--- src/rtl/proc_pkg.sv ---
// Shared constants, fetch FSM state type and opcode helper for the
// program-counter / instruction-fetch pair.
package proc_pkg;

    localparam int DATA_W = 16;
    localparam int ADDR_W = 7;
    localparam int OPC_W  = 4;

    localparam logic [OPC_W-1:0] HALT_OP = 4'hF;

    typedef enum logic [2:0] {
        IDLE  = 3'd0,
        FETCH = 3'd1,
        WAIT  = 3'd2,
        HOLD  = 3'd3,
        HALT  = 3'd4
    } fetch_state_t;

    // The opcode lives in the top OPC_W bits of an instruction word.
    function automatic logic [OPC_W-1:0] opcode(input logic [DATA_W-1:0] word);
        return word[DATA_W-1 -: OPC_W];
    endfunction

endpackage

--- src/rtl/instr_fetch_if.sv ---
// Instruction-register handshake between the fetch unit (master) and
// the decoder/controller (slave).
interface instr_fetch_if;
    import proc_pkg::*;

    logic [DATA_W-1:0] IR;
    logic [ADDR_W-1:0] IrAddr;
    logic              IrValid;
    logic              IrReady;

    modport master (
        output IR,
        output IrAddr,
        output IrValid,
        input  IrReady
    );

    modport slave (
        input  IR,
        input  IrAddr,
        input  IrValid,
        output IrReady
    );

endinterface

--- src/rtl/instr_fetch.sv ---
// Instruction fetch: reads the ROM at the PC address, latches the word into
// IR, offers it over valid/ready and advances the PC once per instruction.
module instr_fetch
    import proc_pkg::*;
(
    input  logic              Clk,
    input  logic              Clr,
    input  logic              Go,
    input  logic [ADDR_W-1:0] Addr,
    output logic              Up,
    output logic              RomRd,
    input  logic [DATA_W-1:0] RomData,
    output logic              Halted,
    instr_fetch_if.master     ir_bus
);

    fetch_state_t      r_state;
    fetch_state_t      w_state_next;

    logic [ADDR_W-1:0] r_fetch_addr;
    logic [DATA_W-1:0] r_ir;
    logic [ADDR_W-1:0] r_ir_addr;
    logic              r_ir_valid;
    logic              r_halted;

    logic              w_handshake;
    logic              w_rom_is_halt;
    logic              w_ir_is_halt;

    assign w_handshake   = (r_state == HOLD) && r_ir_valid && ir_bus.IrReady;
    assign w_rom_is_halt = (opcode(RomData) == HALT_OP);
    assign w_ir_is_halt  = (opcode(r_ir) == HALT_OP);

    // State register and datapath registers; Clr wins over any in-flight word.
    always_ff @(posedge Clk) begin
        if (Clr) begin
            r_state      <= IDLE;
            r_fetch_addr <= '0;
            r_ir         <= '0;
            r_ir_addr    <= '0;
            r_ir_valid   <= 1'b0;
            r_halted     <= 1'b0;
        end else begin
            r_state <= w_state_next;

            if (r_state == FETCH) begin
                r_fetch_addr <= Addr;
            end

            if (r_state == WAIT) begin
                r_ir       <= RomData;
                r_ir_addr  <= r_fetch_addr;
                r_ir_valid <= 1'b1;
            end

            if (w_handshake) begin
                r_ir_valid <= 1'b0;
                if (w_ir_is_halt) begin
                    r_halted <= 1'b1;
                end
            end
        end
    end

    // Next-state and strobes. Up is raised during WAIT, so the PC moves at the
    // end of WAIT and the new address is already visible while IR waits in HOLD.
    always_comb begin
        w_state_next = r_state;
        Up           = 1'b0;
        RomRd        = 1'b0;

        case (r_state)
            IDLE: begin
                if (Go) begin
                    w_state_next = FETCH;
                end
            end
            FETCH: begin
                RomRd        = 1'b1;
                w_state_next = WAIT;
            end
            WAIT: begin
                Up           = !w_rom_is_halt;
                w_state_next = HOLD;
            end
            HOLD: begin
                if (w_handshake) begin
                    w_state_next = w_ir_is_halt ? HALT : FETCH;
                end
            end
            HALT: begin
                w_state_next = HALT;
            end
            default: begin
                w_state_next = IDLE;
            end
        endcase
    end

    assign ir_bus.IR      = r_ir;
    assign ir_bus.IrAddr  = r_ir_addr;
    assign ir_bus.IrValid = r_ir_valid;
    assign Halted         = r_halted;

endmodule

--- src/flat_wrapper.sv ---
// flat-port wrapper written by rule: the top's interface ports become plain ports
module instr_fetch_flat import proc_pkg::*;
  (Clk, Clr, Go, Addr, Up, RomRd, RomData, Halted, ir_bus_IR, ir_bus_IrAddr, ir_bus_IrValid, ir_bus_IrReady);
  instr_fetch_if ir_bus_i ();
  input  logic Clk;
  input  logic Clr;
  input  logic Go;
  input  logic [ADDR_W-1:0] Addr;
  output logic Up;
  output logic RomRd;
  input  logic [DATA_W-1:0] RomData;
  output logic Halted;
  output wire logic [$bits(ir_bus_i.IR)-1:0] ir_bus_IR;
  output wire logic [$bits(ir_bus_i.IrAddr)-1:0] ir_bus_IrAddr;
  output wire logic [$bits(ir_bus_i.IrValid)-1:0] ir_bus_IrValid;
  input wire logic [$bits(ir_bus_i.IrReady)-1:0] ir_bus_IrReady;
  assign ir_bus_IR = ir_bus_i.IR;
  assign ir_bus_IrAddr = ir_bus_i.IrAddr;
  assign ir_bus_IrValid = ir_bus_i.IrValid;
  assign ir_bus_i.IrReady = ir_bus_IrReady;
  instr_fetch u_core (.Clk(Clk), .Clr(Clr), .Go(Go), .Addr(Addr), .Up(Up), .RomRd(RomRd), .RomData(RomData), .Halted(Halted), .ir_bus(ir_bus_i));
endmodule
--- config.mk ---
export PLATFORM = sky130hd
export DESIGN_NAME = instr_fetch_flat
export DESIGN_NICKNAME = d
export VERILOG_FILES = /design/src/rtl/proc_pkg.sv /design/src/rtl/instr_fetch_if.sv /design/src/rtl/instr_fetch.sv /design/src/flat_wrapper.sv
export SDC_FILE = /design/constraint.sdc
export NUM_CORES = 1
export LEC_CHECK = 0
export ABC_AREA = 1
export BUFFER_PORTS_ARGS = -buffer_cell sky130_fd_sc_hd__buf_2
export CORE_ASPECT_RATIO = 1.2
export CORE_MARGIN = 4
export CORE_UTILIZATION = 40
export CTS_BUF_LIST = sky130_fd_sc_hd__clkbuf_8
export CTS_CLUSTER_DIAMETER = 120
export CTS_CLUSTER_SIZE = 28
export DETAILED_ROUTE_END_ITERATION = 6
export PLACE_DENSITY_LB_ADDON = 0.25
export SYNTH_ARGS = -nofsm -noshare
export SYNTH_HDL_FRONTEND = slang
export SYNTH_SLANG_ARGS = --single-unit
--- constraint.sdc ---
create_clock -name Clk -period 3.49 [get_ports Clk]
set_input_delay 0.8725 -clock Clk [delete_from_list [all_inputs] [get_ports Clk]]
set_output_delay 0.8725 -clock Clk [all_outputs]
set_load 0.05 [all_outputs]
==> metrics.md <==
| Metric | Value |
|---|---|
| Status | `completed` |
| P_leak | `0.789 nW` |
| Die H | `70.8 um` |
| Final Skew | `0.00543 ns` |
| Required time worst endpoint | `2.62 ns` |
| Setup WS pre-CTS | `1.16 ns` |
| Pwr dens | `624 nW/um^2` |
| Resized Gates After CTS | `0` |
| Drt drc | `0` |
| RSZ-0062 raised after global routing | `no` |
| WP buf/inv | `1` |
| Reg2reg setup slack | `2.23 ns` |
| Distinct cells, synth | `19` |
| Setup ws final | `1.15 ns` |
| Remaining antenna violation count | `0` |
| Total vias in the final route | `1223` |
| Clk pin slew, worst setup/hold paths | `0.07 ns` |
| Io pins | `54` |
| Sequential area share after synthesis | `53.4%` |
| First-pass GRT wire length | `4.95 mm` |
| Mapped Area | `1310 sq um` |
| Buffers on Ports | `53` |
| R2R depth | `5` |
| R2r endpoint | `u_core.ir_bus.IrAddr[5]` |
| Post-DP HPWL | `2.14 mm` |
| Count of hold-fix buffers inserted at cts | `0` |
| FF-to-FF Start | `u_core.r_state[2]` |
| Hold WC Path Type | `flop to flop` |
| CP cell instances | `nor2_2, nand2_4, a41oi_1, buf_2` |
| Largest net degree at the start of global routing | `27` |
| Die X | `60.3 um` |
| TritonRoute pass-1 iters | `4` |
| Synthesized flop and latch total | `35` |
| Core box area | `3110 sq um` |
| CP peak stage delay | `0.35 ns` |
| Worst slew margin | `80.7%` |
| Crit Path Category | `flop to output pin` |
| Fin. Hold Viols | `0` |
| Wire per inst | `11.3 um` |
| Setup TNS | `0 ns` |
| Gpl congestion | `0.721` |
| Max IR drop VDD | `0.000374 V` |
| Via density | `4.72` |
| Commonest non-fill, non-tap cells in the layout | `53 x buf_2, 51 x nor2_1, 35 x dfxtp_1` |
| CP Launch Point | `u_core.r_state[2]` |
| FP Rows | `22` |
| Grt total ovfl | `0` |
| Ant diodes | `0` |
| Crit share post-route | `67.0%` |
| Die ar. | `4270 sq um` |
| Crit end category | `output pin` |
| Slowest cell on crit path | `dfxtp_1` |
| Most common cell after layout, fill and taps aside | `buf_2` |
| Crit path to | `Up` |
| Final Util | `52.9%` |
| Initial drt markers | `43` |
| Synth-to-layout area growth | `25.3%` |
| Met1 Resource Use GR | `18.2%` |
| CP startpoint kind | `flop` |
| TritonCTS clock tree | `yes` |
| Worst-margin pin slew | `0.289 ns` |
| CTS HTree Levels | `2` |
| Max-slew violations | `0` |
| Peak fanout along the critical path | `26` |
| CTS Buf Count | `5` |
| Initial antenna violation count | `0` |
| Fillers | `351` |
| Starting Density | `42.2%` |
| Fraction of layout cells with a size suffix above 1 | `29.1%` |
| MaxCap Viol Count | `0` |
| Min cycle time layout | `2.34 ns` |
| Clock Sinks | `35` |
| DRT Wirelength | `2.92 mm` |
| Total power | `1.03 mW` |
| Max Freq | `428 MHz` |
| Post-Synthesis Cells | `169` |
| Vias in the first global route | `1131` |
| Yosys warns | `0` |
| CTS root buf | `clkbuf_8` |
| Setup Viol. Count Final | `0` |
| Nets | `249` |
| Worst path arrival time | `1.47 ns` |
| Delay-heaviest family, CP | `flip-flops` |
| CTS Buffer Depth | `2` |
| GRT met3 Usage | `5.84%` |
| Setup Buffers After CTS | `0` |
| Cell count along the critical path | `4` |
| Worst-skew pair later-pin latency | `0.28 ns` |
| GR Layer Usage met2 | `24.5%` |
| Syn nets | `196` |
| Top Usage Layer GRT | `met2` |
| Hold path depth | `2` |
| Syn avg cell area | `7.77 sq um` |
| GRT Total Usage | `15.3%` |
## how the worst min path moves through the flow
stage | from | to | slack (ns)
after global routing | u_core.r_fetch_addr[1] | u_core.r_fetch_addr[1] | 0.48
after CTS | u_core.Halted | u_core.Halted | 0.46
after floorplan | u_core.r_fetch_addr[5] | u_core.ir_bus.IrAddr[5] | 0.43
after global placement | u_core.Halted | u_core.Halted | 0.45
final | u_core.Halted | u_core.Halted | 0.45
after detailed placement | u_core.Halted | u_core.Halted | 0.45
## worst min-delay path: cells and delay by family (launching register included)
kind	cells	cell delay (ns)
DFF	1	0.31
buffers and inverters	1	0.05
AOI/OAI and AO/OA	1	0.05
## synthesized netlist by cell type
library cell	instances	area share, %
nor2_1	51	15
dfxtp_1	35	53
nand2_1	24	6.9
o21ai_0	22	8.4
a21oi_1	10	3.8
inv_1	6	1.7
buf_6	4	3.4
nand3_1	3	1.1
o21ai_1	3	1.1
clkbuf_1	2	0.57
a31oi_1	1	0.48
a41oi_1	1	0.67
buf_4	1	0.57
clkinv_2	1	0.38
inv_2	1	0.29
inv_4	1	0.48
nand2_4	1	0.86
nand3_2	1	0.76
nor2_2	1	0.48
## cells by family after synthesis
family                 share of synthesized area (%)
and+or+nand+nor                                 24.7
DFF                                             53.4
buffers and inverters                           7.44
AOI/OAI and AO/OA                               14.5
## where the power goes
group	switching (mW)	internal, mW
clock network	0.134	0.134
logic	0.215	0.0735
registers	0.0253	0.445
## metal layers
layer | vias to the layer above | share of wire (%)
met5 | - | 0
met4 | 0 | 0.82
met3 | 2 | 9.4
met2 | 50 | 47
met1 | 526 | 43
li1 | 645 | -
## metrics by stage
stage	hold slack, ns	instance area, sq um	std cells
2_1_floorplan	0.429	1310	169
3_3_place_gp	0.446	1560	251
3_5_place_dp	0.448	1560	251
4_1_cts	0.459	1640	259
5_1_grt	0.485	1640	259
6_report	0.454	1640	259
## state kept, by name, summed over array words and instances (netlist names)
| name | count |
|---|---|
| u_core.Halted | 1 |
| u_core.ir_bus.IrAddr | 7 |
| u_core.r_state | 3 |
| u_core.ir_bus.IrValid | 1 |
| u_core.ir_bus.IR | 16 |
| u_core.r_fetch_addr | 7 |
## final cells by class
type                    count  area [sq um]  share of cell area [%]
flip-flops and latches     35           701                    42.6
clock inverters             3          12.5                   0.761
well taps                  36          45.0                    2.74
repair buffers             53           265                    16.1
clock buffers               5          68.8                    4.19
inverters                   9          37.5                    2.28
multi-input cells         118           514                    31.3
No activity file was read; power rests on OpenSTA's default activity.
